[src/rtl/sevenseg_pkg.sv]
// sevenseg_pkg: shared types and limits for the seven-segment scan controller
package sevenseg_pkg;
  localparam int MAX_DIGITS = 8;
  typedef logic [3:0] nibble_t;
  typedef enum logic [1:0] {S_IDLE, S_BLANK, S_SHOW} scan_state_t;
endpackage

[src/rtl/sevenseg_slot_timer.sv]
// sevenseg_slot_timer: per-slot cycle counter with blank-end and slot-end strobes
module sevenseg_slot_timer #(
  parameter int SCAN_DIV     = 50000,
  parameter int BLANK_CYCLES = 16
) (
  input  logic clk_i,
  input  logic rst_i,
  input  logic run_i,
  output logic blank_done_o,
  output logic slot_done_o
);
  localparam int CW = (SCAN_DIV > 1) ? $clog2(SCAN_DIV) : 1;
  logic [CW-1:0] r_cnt;
  assign blank_done_o = r_cnt == CW'(BLANK_CYCLES - 1);
  assign slot_done_o  = r_cnt == CW'(SCAN_DIV - 1);
  // count through the slot, restarting at every slot start or while idle
  always_ff @(posedge clk_i)
    if (rst_i || !run_i || slot_done_o) r_cnt <= '0;
    else r_cnt <= r_cnt + 1'b1;
endmodule

[src/rtl/sevenseg_scan_ctrl.sv]
// sevenseg_scan_ctrl: multiplexed 7-seg scanner with frame-aligned word loads; SEVENSEG_LZB_EN enables leading-zero blanking
module sevenseg_scan_ctrl
  import sevenseg_pkg::*;
#(
  parameter int NUM_DIGITS   = 4,
  parameter int SCAN_DIV     = 50000,
  parameter int BLANK_CYCLES = 16
) (
  input  logic                    clk_i,
  input  logic                    rst_i,
  input  logic                    enable_i,
  input  logic                    load_i,
  input  logic [4*NUM_DIGITS-1:0] value_i,
  input  logic [NUM_DIGITS-1:0]   dp_i,
  output logic                    load_ready_o,
  output nibble_t                 bin_o,
  output logic [NUM_DIGITS-1:0]   digit_sel_o,
  output logic                    dp_o,
  output logic                    frame_o
);
  localparam int IW = (NUM_DIGITS > 1) ? $clog2(NUM_DIGITS) : 1;
  scan_state_t             r_state, w_state_nx;
  logic [IW-1:0]           r_idx, w_idx_nx;
  logic [4*NUM_DIGITS-1:0] r_shadow_val, r_pend_val, w_shadow_val_nx;
  logic [NUM_DIGITS-1:0]   r_shadow_dp, r_pend_dp, w_shadow_dp_nx, w_keep, w_sel_nx;
  logic                    r_pend_valid, w_load, w_xfer, w_frame, w_show;
  logic                    w_blank_done, w_slot_done;
  nibble_t                 w_bin_nx;

  sevenseg_slot_timer #(.SCAN_DIV(SCAN_DIV), .BLANK_CYCLES(BLANK_CYCLES)) u_timer (
    .clk_i        (clk_i),
    .rst_i        (rst_i),
    .run_i        (enable_i && r_state != S_IDLE),
    .blank_done_o (w_blank_done),
    .slot_done_o  (w_slot_done)
  );

  // next state and digit index; a frame ends when the last digit's slot expires
  always_comb begin
    w_state_nx = r_state;
    w_idx_nx   = r_idx;
    w_frame    = 1'b0;
    case (r_state)
      S_IDLE:  w_state_nx = enable_i ? S_BLANK : S_IDLE;
      S_BLANK: w_state_nx = !enable_i ? S_IDLE : (w_blank_done ? S_SHOW : S_BLANK);
      S_SHOW: begin
        if (!enable_i) w_state_nx = S_IDLE;
        else if (w_slot_done) begin
          w_state_nx = S_BLANK;
          w_frame    = r_idx == IW'(NUM_DIGITS - 1);
          w_idx_nx   = w_frame ? '0 : r_idx + 1'b1;
        end
      end
      default: w_state_nx = S_IDLE;
    endcase
    if (w_state_nx == S_IDLE) w_idx_nx = '0;
  end

  assign w_load          = load_i && !r_pend_valid;
  assign w_xfer          = r_pend_valid && (w_frame || r_state == S_IDLE);
  assign w_shadow_val_nx = w_xfer ? r_pend_val : r_shadow_val;
  assign w_shadow_dp_nx  = w_xfer ? r_pend_dp : r_shadow_dp;
  assign load_ready_o    = ~r_pend_valid;

  // digits allowed to light; with blanking, a digit stays dark while it and all higher nibbles are zero
  always_comb begin
    w_keep = '1;
`ifdef SEVENSEG_LZB_EN
    for (int k = 1; k < NUM_DIGITS; k++) w_keep[k] = (w_shadow_val_nx >> (4 * k)) != '0;
`endif
  end

  assign w_show   = w_state_nx == S_SHOW;
  assign w_sel_nx = w_show ? (NUM_DIGITS'(1) << w_idx_nx) & w_keep : '0;
  assign w_bin_nx = (w_state_nx == S_IDLE) ? '0 : w_shadow_val_nx[4*w_idx_nx +: 4];

  // state, index, shadow/pending words and registered outputs derived from the next state
  always_ff @(posedge clk_i)
    if (rst_i) begin
      r_state      <= S_IDLE;
      r_idx        <= '0;
      r_shadow_val <= '0;
      r_shadow_dp  <= '0;
      r_pend_val   <= '0;
      r_pend_dp    <= '0;
      r_pend_valid <= 1'b0;
      bin_o        <= '0;
      digit_sel_o  <= '0;
      dp_o         <= 1'b0;
      frame_o      <= 1'b0;
    end else begin
      r_state      <= w_state_nx;
      r_idx        <= w_idx_nx;
      r_shadow_val <= w_shadow_val_nx;
      r_shadow_dp  <= w_shadow_dp_nx;
      r_pend_val   <= w_load ? value_i : r_pend_val;
      r_pend_dp    <= w_load ? dp_i : r_pend_dp;
      r_pend_valid <= w_load || (r_pend_valid && !w_xfer);
      bin_o        <= w_bin_nx;
      digit_sel_o  <= w_sel_nx;
      dp_o         <= w_show && w_shadow_dp_nx[w_idx_nx] && w_keep[w_idx_nx];
      frame_o      <= w_frame;
    end
endmodule

[config.mk]
export PLATFORM = sky130hd
export DESIGN_NAME = sevenseg_scan_ctrl
export DESIGN_NICKNAME = d
export VERILOG_FILES = /design/src/rtl/sevenseg_pkg.sv /design/src/rtl/sevenseg_slot_timer.sv /design/src/rtl/sevenseg_scan_ctrl.sv
export SDC_FILE = /design/constraint.sdc
export NUM_CORES = 1
export LEC_CHECK = 0
export ABC_AREA = 1
export BUFFER_PORTS_ARGS = -buffer_cell sky130_fd_sc_hd__buf_2
export CAP_MARGIN = 20
export CORE_UTILIZATION = 52
export DETAILED_ROUTE_END_ITERATION = 12
export HOLD_SLACK_MARGIN = 0.15
export PLACE_DENSITY_LB_ADDON = 0.2
export SLEW_MARGIN = 5
export SYNTH_ARGS = -nofsm -noshare
export SYNTH_HDL_FRONTEND = slang
export SYNTH_HIERARCHICAL = 1
export SYNTH_SLANG_ARGS = --single-unit
[constraint.sdc]
create_clock -name clk_i -period 2.25 [get_ports clk_i]
set_clock_uncertainty 0.2 [all_clocks]
set_input_delay 0.1125 -clock clk_i [delete_from_list [all_inputs] [get_ports clk_i]]
set_output_delay 0.1125 -clock clk_i [all_outputs]
set_load 0.005 [all_outputs]
==> results, run 1 <==
- At the end of routability-driven placement, the weighted congestion stood at 0.855.
- The simple-gate area share of the yosys netlist is 36.4%.
- The starting DRC count in detailed routing is 149.
- In this run the deepest clock path goes through 2 buffers.
- The biggest fanout along the worst timing path is 4.
- The start point of the worst hold path is r_pend_val[0].
- The pin slew with the least headroom to its limit is 0.357 ns.
- Yosys attributes the largest share of cell area to sky130_fd_sc_hd__dfxtp_1 44%, sky130_fd_sc_hd__nand2_1 13%, sky130_fd_sc_hd__nor2_1 9.2%.
- The detailed placer's ending HPWL is 4.75 mm.
- The post-synthesis sequential area ratio is 44.0%.
- The net count of the mapped netlist is 485.
- 0 antenna diodes ended up in the layout.
- The number of endpoints with negative hold slack in the final report is 0.
- In this run the standard cell core region covers 5960 µm².
- STA classifies the critical path startpoint as a register.
- Power spread over the standard cell area amounts to 652 nW/µm².
- The biggest area consumer among synthesized cells is sky130_fd_sc_hd__dfxtp_1.
- The flow ran to the end, and the final reports show no timing, DRC or antenna violations.
- The leakage power is 2.09 nW.
- The flop-to-flop setup slack is 0.09 ns.
- Data on the critical path arrives at its endpoint at 2.24 ns.
- Headroom to the max-slew limit came out at 76.1%.
- The die is 80.8 µm wide.
- Counting the fill cells in the layout gives 435.
- The share of the clock period used by the worst path is 96.0%.
- The library cells used most frequently in the layout, excluding fill and tap cells, are 103 x sky130_fd_sc_hd__nand2_1, 74 x sky130_fd_sc_hd__nor2_1, 64 x sky130_fd_sc_hd__dfxtp_1.
- The total routing resource utilization after global routing is 26.2%.
- The number of different library cells used by synthesis comes to 31.
- The number of buffer cells added on primary ports is 34.
- The fraction of final layout cells with drive strength greater than 1 is 22.7%.
- TritonCTS built the clock tree.
- After detailed placement, the design holds a cell count of 569.
- The filler-free cell count of the finished design is 634.
- The sum of routed wire length over all layers is 8.45 mm.
- The sort of element at the end of the critical path is a register.
- The final layout contains 580 nets.
- The max-slew violation total from the final report is 0.
- After technology mapping, the gate count stands at 459.
- The via count of the first global-routing pass is 2940.
- Of the total synthesized cell area, the portion taken by full adders, half adders and majority gates is 0.775%.
- The starting utilization of the core area is 54.2%.
- The clock sink count is 71.
- The number of detailed-routing iterations run before antenna repair is 6.
- The number of clock buffers added by TritonCTS is 9.
- The required time of the critical path is 2.33 ns.
- The floorplan has 28 rows.
- The die covers 6520 µm².
- The sequential standard cell area is 1440 µm².
- The worst hold path passes through 2 cells.
- In this run the critical register-to-register path is launched from u_timer/r_cnt[12].
- The endpoint with the worst hold slack is r_pend_val[0].
- Across all layers, the routed design uses 3199 vias.
- The Yosys step of the flow raised 6 warnings.
- The height of the chip is 80.8 µm.
- The post-layout minimum cycle time is 2.16 ns.
- Relative to the synthesized area, the layout overhead comes to 36.9%.
- In the routed design, unresolved DRC markers number 0.
- The multiplexer share of the synthesized area is 0%.
- The pin count of the biggest net entering global routing is 25.
- Across the VDD grid, the largest voltage drop is 0.446 mV.
- The endpoint identified for the worst register-to-register timing path is bin_o[1].
- The max capacitance violation total is 0.
- The boundary pin count is 35.
- In this run the number of H-tree levels came out at 3.
- The tightest min-delay check is of the reg2reg type.
- The depth of the worst register-to-register path is 12.
- The library cell used most frequently in the layout, excluding fill and tap cells, is sky130_fd_sc_hd__nand2_1.
- Setup repair after global routing could not meet its margin everywhere.
- By area, the combinational part of the netlist is dominated by simple AND/OR/NAND/NOR gates.
- Once detail routing completed, the nets flagged for antenna violations numbered 0.
- The setup-violating endpoint count in the final report is 0.
- After synthesis the cells add up to 3230 µm².
- The area share of the largest cell type after synthesis is 44.0%.
- The tree is rooted in a sky130_fd_sc_hd__clkbuf_8.
- The summed negative setup slack over all endpoints is 0 ns.
- After synthesis the netlist holds a flip-flop and latch count of 71.
- The first-pass GRT wire length is 12.9 mm.
- The critical path is of the reg2reg type.
- The clock insertion delay at the later pin of the skew report is 0.34 ns.
- The routed wire length per instance is 13.3 µm.
- Measured on the finished design, the core utilization comes to 74.2%.
- The highest clock rate is 463 MHz.
- Global routing finished with a remaining overflow of 0.
- The multi-input gate area in the final layout is 1610 µm².
- The fraction of the mapped netlist area in compound gates is 6.98%.
- The number of vias per cell after detailed routing is 5.05.
- The clock slew seen by the registers of the worst setup and hold paths is 0.08 ns.
- The initial antenna violation count came to 0.
- A synthesized cell averages 7.03 µm².
- After Yosys synthesis, XOR and XNOR cells account for 1.36% of the synthesized area.
Yosys cell counts:
cell                       number
sky130_fd_sc_hd__a21oi_1       15
sky130_fd_sc_hd__buf_2          4
sky130_fd_sc_hd__xor2_1         3
sky130_fd_sc_hd__nor4_1         1
sky130_fd_sc_hd__buf_1          1
sky130_fd_sc_hd__a21oi_2        1
sky130_fd_sc_hd__ha_1           2
sky130_fd_sc_hd__nand3_2        1
sky130_fd_sc_hd__nand3_4        2
sky130_fd_sc_hd__o21ai_0       20
sky130_fd_sc_hd__nand2_2        3
sky130_fd_sc_hd__nand2_1      108
sky130_fd_sc_hd__or2_2          1
sky130_fd_sc_hd__inv_1         60
sky130_fd_sc_hd__buf_12         1
sky130_fd_sc_hd__nand4_1        5
sky130_fd_sc_hd__nand3b_1      13
sky130_fd_sc_hd__nor3_1         3
sky130_fd_sc_hd__dfxtp_1       71
sky130_fd_sc_hd__nor2_2        11
sky130_fd_sc_hd__nand3_1       30
sky130_fd_sc_hd__buf_6          2
sky130_fd_sc_hd__o21ai_1        3
sky130_fd_sc_hd__nand2_4        2
sky130_fd_sc_hd__inv_2          4
sky130_fd_sc_hd__clkbuf_1       8
sky130_fd_sc_hd__nor2_1        79
sky130_fd_sc_hd__a211oi_1       1
sky130_fd_sc_hd__xnor2_1        2
sky130_fd_sc_hd__nor2_4         1
sky130_fd_sc_hd__o21bai_4       1
through the flow:
stage	instance area [µm²]	hold WS, ns	power (mW)	setup slack, ns
finish	4420	0.266	2.88	0.0908
floorplan	3230	0.0474	1.57	0.0235
CTS	4210	0.263	2.83	0.00583
global placement	3530	0.133	1.64	0.0115
detailed placement	3530	0.142	1.64	-0.0694
global route	4420	0.294	3.00	-0.0539
sequential cells by signal, summed over array words and instances (netlist names):
name / cells
r_pend_val: 16
r_shadow_val: 16
u_timer/r_cnt: 16
bin_o: 4
digit_sel_o: 4
r_pend_dp: 4
r_shadow_dp: 4
r_idx: 2
r_state: 2
dp_o: 1
frame_o: 1
r_pend_valid: 1
power by group:
part | internal [mW] | switching [mW] | leakage (nW)
Clock | 0.651 | 0.491 | 0.116
Sequential | 1.32 | 0.0308 | 0.584
Combinational | 0.179 | 0.209 | 1.39
critical path, cell delays in order (launching register included):
cell and delay [ns]:
sky130_fd_sc_hd__dfxtp_4 0.36, sky130_fd_sc_hd__nor2_4 0.12, sky130_fd_sc_hd__nand3_4 0.11, sky130_fd_sc_hd__nor4_4 0.32, sky130_fd_sc_hd__nor2_1 0.08, sky130_fd_sc_hd__nand2_1 0.10, sky130_fd_sc_hd__inv_1 0.06, sky130_fd_sc_hd__nor2_1 0.14
sky130_fd_sc_hd__nand2_2 0.13, sky130_fd_sc_hd__nand2_4 0.12, sky130_fd_sc_hd__buf_4 0.14, sky130_fd_sc_hd__nand3_1 0.08, sky130_fd_sc_hd__a21oi_1 0.14
routing by layer:
| metal | part of all wire (%) | global-route usage (%) | routed length (µm) |
|---|---|---|---|
| met5 | 0 | 0 | 0 |
| met4 | 2.5 | 11.8 | 208 |
| met3 | 3.9 | 4.94 | 333 |
| met2 | 50 | 45.7 | 4230 |
| met1 | 44 | 31.2 | 3680 |
cell families after synthesis:
family	Yosys count
xor gates and xnor gates	5
adders and majority gates	2
DFF	71
AOI/OAI and AO/OA	41
and+or+nand+nor	260
buffers and inverters	80
area by class of cell:
class                   count  share of cell area (%)
multi-input cells         309                    36.5
clock buffers              10                    3.12
repair buffers             99                    18.4
inverters                  64                    5.50
clock inverters             6                    1.90
well taps                  75                    2.12
flip-flops and latches     71                    32.5
what timing repair did:
action | in CTS | in global routing
resized for setup | 4 | 42
buffers inserted | 0 | 2
hold endpoints to repair | 65 | 0
cloned | 0 | 3
hold buffers | 44 | 0
setup endpoints to repair | 7 | 12
pin swaps | 0 | 14
worst max-delay path by stage:
stage	end	startpoint	depth (start not counted)	slack, ns
after floorplan	dp_o	u_timer/r_cnt[0]	13	0.02
after global placement	bin_o[1]	u_timer/r_cnt[0]	12	0.01
after detailed placement	bin_o[1]	u_timer/r_cnt[0]	12	-0.07
after CTS	dp_o	u_timer/r_cnt[0]	13	0.006
after global routing	dp_o	u_timer/r_cnt[4]	13	-0.05
final	bin_o[1]	u_timer/r_cnt[12]	12	0.09
No activity file was read; power rests on OpenSTA's default activity.
==> run 2: changes to the inputs <==
Settings changed: CORE_MARGIN from default to 2, RECOVER_POWER from default to 50.
==> run 2 against run 1 <==
  * Sequential power hardly changed
  * Power shrank 1.7%
  * Clock power is essentially flat
  * Die area is 5.0% higher
  * Combinational power down 20%
  * Fmax rose by 0.80%
  * Non-clock buffer count fell by 20
  * Register-to-register slack improved by 0.02 ns
  * Sequential cell count unchanged
  * First-iteration DRC count shrank 6.0%
  * Final area fell by 7.1%
  * Sequential share of layout area increased by 2.3 points
  * Critical endpoint unchanged
==> results, run 2 (synthesized netlist as in run 1, its figures left out) <==
- STA puts the critical path data required time at 2.32 ns.
- The slowest stage cell on the critical path is sky130_fd_sc_hd__dfxtp_2.
- The startpoint of the worst register-to-register path is u_timer/r_cnt[1].
- The number of nets at the end of the flow is 559.
- The floorplan step defined a die boundary enclosing 6850 µm².
- Across the run, the number of max-cap violations was 0.
- The pin slew with the least headroom to its limit is 0.723 ns.
- The sequential fraction of design power is 47.5%.
- Leaving out fill and tap cells, the most frequent cell in the layout is sky130_fd_sc_hd__nand2_1.
- From bottom edge to top edge, the die measures 82.8 µm.
- Prior to clock tree synthesis, the placed netlist has a worst setup slack of -0.0983 ns.
- The kind of cell adding the most delay to the critical path is simple AND/OR/NAND/NOR gates.
- Entering global routing, the biggest net connects 25 pins.
- The endpoint with the worst hold slack is r_pend_val[3].
- The part of the power in the clock network is 41.5%.
- After detailed placement, the total cell area comes to 3540 µm².
- Across all setup checks in the final design, the least slack found is 0.108 ns.
- The power after layout is 2.83 mW.
- The first global-routing pass estimated 11.7 mm of wire.
- The first detailed-routing pass took 4 iterations.
- Cell internal power was estimated by the tool at 2.13 mW.
- The area added between synthesis and finish is 27.2%.
- The flow ran to the end, and the final reports show no timing, DRC or antenna violations.
- Setup violations remaining at the end of the flow were counted as 0.
- The clock drives 71 sinks.
- The first routing iteration left 140 violations.
- In this run, CTS created clock tree buffers numbering 9.
- For this run, the share of the core covered by cells in the final layout is 68.9%.
- The worst relative slew slack is 51.7%.
- The CTS root buffer is sky130_fd_sc_hd__clkbuf_8.
- The count of nets left with antenna violations after detail routing is 0.
- The share of the clock period used by the worst path is 95.2%.
- The endpoint of the most critical register-to-register path is bin_o[1].
- After routing the design area is 4100 µm².
- On the final layout, the worst hold slack is 0.260 ns.
- Leaving out fill and tap cells, the most frequent cells in the layout are 107 x sky130_fd_sc_hd__nand2_1, 73 x sky130_fd_sc_hd__nor2_1, 65 x sky130_fd_sc_hd__dfxtp_1.
- The DRC violation count after routing is 0.
- Pin placement for this block handled 35 I/O pins.
- The sort of element at the end of the critical path is a register.
- The worst hold path passes through 2 cells.
- Once the floorplan was initialized, standard cells occupied 54.2% of the core.
- The start point of the worst hold path is r_pend_val[3].
- The routed layout has 2957 vias.
- The number of buffer cells added on primary ports is 34.
- The detailed placer's ending HPWL is 4.80 mm.
- The path class of the tightest hold or removal check is reg2reg.
- The critical path goes through ha_4 -> nand3_4 -> nor2_4 -> nand2_2 -> inv_2 -> nand2_1 -> inv_2 -> nand2_2 -> nand2_1 -> nor2_2 -> nand2_2 -> nand2_4 -> inv_2 -> buf_4 -> nand3_1 -> a21oi_1.
- In this run the number of H-tree levels came out at 3.
- The largest registers in the layout are r_pend_val: 16 flops, r_shadow_val: 16 flops, u_timer/r_cnt: 16 flops.
- The launching element type of the critical path is a register.
- The leakage power is 1.90 nW.
- Clock-pin slew was measured on the worst setup and hold paths at 0.08 ns.
- Combinational logic is responsible for 11.0% of the overall power.
- The summed negative setup slack over all endpoints is 0 ns.
- Of all nets on the critical path, the largest fanout is 5.
- The filler-free cell count of the finished design is 613.
- The sequential cells in the finished layout cover a total of 1430 µm².
- Setup repair after global routing could not meet its margin everywhere.
- TritonCTS built the clock tree.
- Including well taps, the total number of placed cells is 570.
- The standard-cell row count is 28.
- VDD sags by at most 0.460 mV.
- The layout has 510 filler cells.
- The die span in x is 82.8 µm.
- The core box area is 5960 µm².
- Counting I/O delays and the setup requirement, the final critical path takes 2.14 ns.
- The initial antenna violation count is 0.
- Summing all multi-input logic gate instances after layout gives 1550 µm².
- The number of endpoints with negative hold slack in the final report is 0.
- Of the cells placed in the final design, the portion with a size suffix greater than 1 is 19.9%.
- In this design, the stage delay of the slowest critical-path cell is 0.35 ns.
- The depth of the worst register-to-register path is 16.
- Data on the critical path arrives at its endpoint at 2.21 ns.
- The analysis attributes to net switching a power of 0.698 mW.
- The number of vias per cell after detailed routing is 4.82.
- Together, buffers and inverters on the worst path number 4.
- The category of the most critical setup path is reg2reg.
- The proportion of total power due to net switching is 24.6%.
- For this run, the total global-route usage over all layers was measured as 22.4%.
- Across all register-to-register paths, the minimum setup slack is 0.11 ns.
- The sum of routed wire length over all layers is 7.31 mm.
- The start point of the critical path is u_timer/r_cnt[1].
- The repair_antennas step left the layout with diodes totalling 0.
- The longest clock path from root to sink contains 2 buffers.
- The clock insertion delay at the later pin of the skew report is 0.34 ns.
- The routed wire length per instance is 11.9 µm.
- The max-slew violation total from the final report came to 0.
- The highest clock rate is 467 MHz.
- The via count of the first global-routing pass is 2572.
- The total power density per cell area is 690 nW/µm².
- For this run the aggregate overflow at the end of global routing stands at 0.
- The global placement routability congestion is 0.869.
[run 2: cell count changes in the layout (fill, tap and decap cells not counted), sizes merged]
cell / change
buf: -10
clkinvlp: +2
clkinv: -3
clkbuf: +10
dlygate4sd3: -19
nand2: -1
[run 2: routing by layer]
metal	up-vias	track usage [%]	wire length [µm]
met1	1321	31.4	3580
met3	2	5.41	314
met4	0	6.07	33
met5	-	0	0
met2	63	34.5	3390
li1	1571	-	-
[run 2: power groups by stage]
stage	clock network, mW	registers, mW	logic (mW)
floorplan	0	1.37	0.201
global route	1.25	1.35	0.353
global placement	0	1.37	0.262
CTS	1.18	1.34	0.300
finish	1.17	1.35	0.311
detailed placement	0	1.37	0.266
[run 2: worst max-delay path by stage]
stage | cells after the start | slack (ns) | endpoint
after floorplan | 13 | 0.02 | dp_o
after global placement | 4 | 0.007 | r_pend_val[0]
after CTS | 16 | 0.006 | bin_o[1]
after detailed placement | 12 | -0.1 | bin_o[1]
final | 16 | 0.11 | bin_o[1]
after global routing | 12 | -0.09 | bin_o[1]
[run 2: area by class of cell]
class / count / share of cell area [%]
clock buffer: 11 / 3.69
clock inverter: 5 / 1.95
inverter: 64 / 5.85
tap: 75 / 2.29
multi-input combinational: 308 / 37.7
timing repair buffer: 79 / 13.7
sequential: 71 / 34.8
[run 2: timing repair]
item | 4_1_cts | 5_1_grt
hold buffers | 24 | 1
setup buffers | 0 | 2
endpoints found under the setup margin | 7 | 31
gates resized for setup | 4 | 23
endpoints found under the hold margin | 61 | 5
pin swaps | 0 | 5
cloned | 0 | 0
[run 2: tightest hold or removal path: cells and delay by family, from the launching register on]
kind	cells	cell delay, ns
compound gates	1	0.06
buf+inv	1	0.06
flops	1	0.30
==> run 3: changes to the inputs <==
Settings changed: CELL_PAD_IN_SITES_DETAIL_PLACEMENT from default to 0, CELL_PAD_IN_SITES_GLOBAL_PLACEMENT from default to 2, CORE_UTILIZATION 52 to 29.
==> run 3 against run 2 <==
  * Global-route usage is 7.4 points lower
  * Via count is 2.6% higher
  * Core utilization down 28 points
  * Clock-buffer cell count grew 1
  * First-iteration DRC count down 30%
  * Sequential power is essentially flat
  * Fmax fell by 0.81%
  * Routed wire length is 12% higher
  * Sequential share of layout area down 2.8 points
  * Final cell count up 15%
  * Critical path depth shrank 2
  * Setup slack worse by 0.018 ns
==> results, run 3 (synthesized netlist as in run 1, its figures left out) <==
- The H-tree was split into 3 levels.
- The count of nets left with antenna violations after detail routing is 0.
- The height of the chip is 109 µm.
- 35 I/O pins were placed.
- The first-pass GRT wire length is 13.6 mm.
- The launching element type of the critical path is a register.
- For this run, design rule violations remaining after detail routing come to 0.
- The fraction of final layout cells with drive strength greater than 1 is 26.1%.
- Once layout is complete, the utilization of the core stands at 41.1%.
- The detailed placer's ending HPWL is 5.81 mm.
- Input and output buffers added on the ports amount to 34.
- The TritonCTS clock tree is built.
- In this run the core area contains 38 standard-cell rows.
- The max-slew violation total from the final report is 0.
- The power after layout is 2.57 mW.
- The post-layout minimum cycle time is 2.16 ns.
- In the final routed layout, each cell accounts on average for 11.6 µm.
- The number of endpoints with negative hold slack in the final report is 0.
- The leading cell type in the layout, fill and taps excluded is sky130_fd_sc_hd__nand2_1.
- The leakage power is 2.04 nW.
- The total overflow left after global routing is 0.
- The number of vias per cell after detailed routing is 4.32.
- Adding up every negative setup slack in the final design gives 0 ns.
- The combinational share of power is 14.1%.
- In the final layout, the registers with the most flip-flops are r_pend_val: 16 flops, r_shadow_val: 16 flops, u_timer/r_cnt: 16 flops.
- The flow ran to the end, and the final reports show no timing, DRC or antenna violations.
- The number of buffers added by the clock tree synthesis step is 9.
- The analysis attributes to net switching a power of 0.697 mW.
- Setup violations remaining at the end of the flow were counted as 0.
- The worst IR drop on VDD is 0.278 mV.
- Setup repair after global routing could not meet its margin everywhere.
- Compared with the post-synthesis result, the final layout area differs by 37.9%.
- The part of the power in the clock network is 33.6%.
- The total power density per cell area is 578 nW/µm².
- The number of detailed-routing iterations run before antenna repair is 4.
- The worst path meets setup with 0.0905 ns of slack.
- The core box area is 10800 µm².
- The total routing resource utilization after global routing is 15.0%.
- The cell area after placement is 3800 µm².
- The final critical path takes up 96.0% of the cycle.
- Clock tree synthesis selected as its root buffer the cell sky130_fd_sc_hd__clkbuf_8.
- The sort of element at the end of the critical path is a register.
- The number of nets at the end of the flow is 586.
- In this run the tightest slew margin relative to its limit is 49.5%.
- The sequential fraction of design power is 52.3%.
- The signal on the critical path passes through buf_4 -> nor2_1 -> nand3_1 -> nor4_4 -> nor2_1 -> nand2_1 -> inv_2 -> nor2_4 -> nand2_4 -> nand2_4 -> inv_4 -> buf_6 -> nand3_1 -> a21oi_2.
- Clock tree synthesis found a total of 71 sinks.
- The initial antenna violation count is 0.
- The min-delay analysis places its worst path in the category reg2reg.
- The total via count after detailed routing is 3035.
- Leaving out fill and tap cells, the most frequent cells in the layout are 106 x sky130_fd_sc_hd__nand2_1, 69 x sky130_fd_sc_hd__nor2_1, 68 x sky130_fd_sc_hd__dfxtp_1.
- The die covers 12000 µm².
- At the end of routability-driven placement, the weighted congestion stood at 0.761.
- The internal power of the cells totals 1.88 mW.
- For this design, the slowest cell found on the critical path is sky130_fd_sc_hd__dfxtp_1.
- The required time of the critical path is 2.30 ns.
- The final instance area is 4450 µm².
- Counting along the longest clock path gives a buffer depth of 2.
- The antenna diode instance count is 0.
- The sum of routed wire length over all layers is 8.19 mm.
- The clock slew seen by the registers of the worst setup and hold paths is 0.07 ns.
- The proportion of total power due to net switching is 27.1%.
- The largest stage delay on the critical path is 0.31 ns.
- Timing would allow up to 463 MHz.
- In this run the worst path has a maximum fanout of 4.
- The setup path with the least slack is of type reg2reg.
- The via count of the first global-routing pass was 2838.
- Across the run, the number of max-cap violations was 0.
- The pin slew with the least headroom to its limit is 0.756 ns.
- The pin count of the biggest net entering global routing is 26.
- The setup slack after placement is -0.252 ns.
- The detailed router finished its first iteration with 98 violations.
- The data arrival time of the critical path is 2.21 ns.
- The die is 109 µm wide.
- The clock reaches the later pin of the worst-skew pair after 0.36 ns.
- The starting utilization of the core area is 29.8%.
[run 3: cell count changes in the layout (fill, tap and decap cells not counted), sizes merged]
cell      delta
buf         +27
bufinv       -2
clkinv       +1
clkinvlp     -2
nand2        +1
[run 3: area by class of cell]
type / instances / area, µm²
Fill cell: 1183 / 6390
Multi-Input combinational cell: 309 / 1650
Sequential cell: 71 / 1430
Timing Repair Buffer: 105 / 810
Inverter: 64 / 243
Tap cell: 140 / 175
Clock buffer: 12 / 135
Clock inverter: 2 / 10.0
[run 3: path summary, 6_finish.rpt]
check             slack, ns              from        endpoint  depth (start not counted)
hold / removal         0.27    r_shadow_dp[0]  r_shadow_dp[0]                          2
hold reg to reg        0.27    r_shadow_dp[0]  r_shadow_dp[0]                          2
setup / recovery       0.09  u_timer/r_cnt[8]        bin_o[2]                         14
setup reg to reg       0.09  u_timer/r_cnt[8]        bin_o[2]                         14
[run 3: power groups by stage]
| stage | Combinational [mW] | Sequential [mW] | Clock [mW] |
|---|---|---|---|
| 2_1_floorplan | 0.201 | 1.37 | 0 |
| 3_3_place_gp | 0.300 | 1.37 | 0 |
| 3_5_place_dp | 0.298 | 1.37 | 0 |
| 4_1_cts | 0.344 | 1.35 | 0.902 |
| 5_1_grt | 0.415 | 1.35 | 0.941 |
| 6_report | 0.362 | 1.35 | 0.865 |
[run 3: worst max-delay path, delay by kind of cell, from the launching register on]
family	cells	cell delay, ns
and+or+nand+nor	9	1.10
buffers and inverters	4	0.38
DFF	1	0.31
AOI/OAI and AO/OA	1	0.06
[run 3: layer usage]
layer	track usage, %	part of all wire [%]
met3	3.26	2.8
met5	0	0
met2	24.6	46
met1	18.4	49
met4	7.78	2.5
[run 3: repair_timing]
item                                   4_1_cts  5_1_grt
resized for setup                           18       34
pin swaps                                    6       14
endpoints found under the hold margin       48        2
setup buffers                                3        3
gates cloned                                 1        1
setup endpoints to repair                   10       36
hold buffers                                24        1
[run 3: metrics by stage]
| stage | hold WS [ns] | cells |
|---|---|---|
| final | 0.270 | 703 |
| after global routing | 0.286 | 703 |
| after CTS | 0.170 | 698 |
| after detailed placement | 0.142 | 656 |
| after global placement | 0.137 | 656 |
| after floorplan | 0.0474 | 459 |
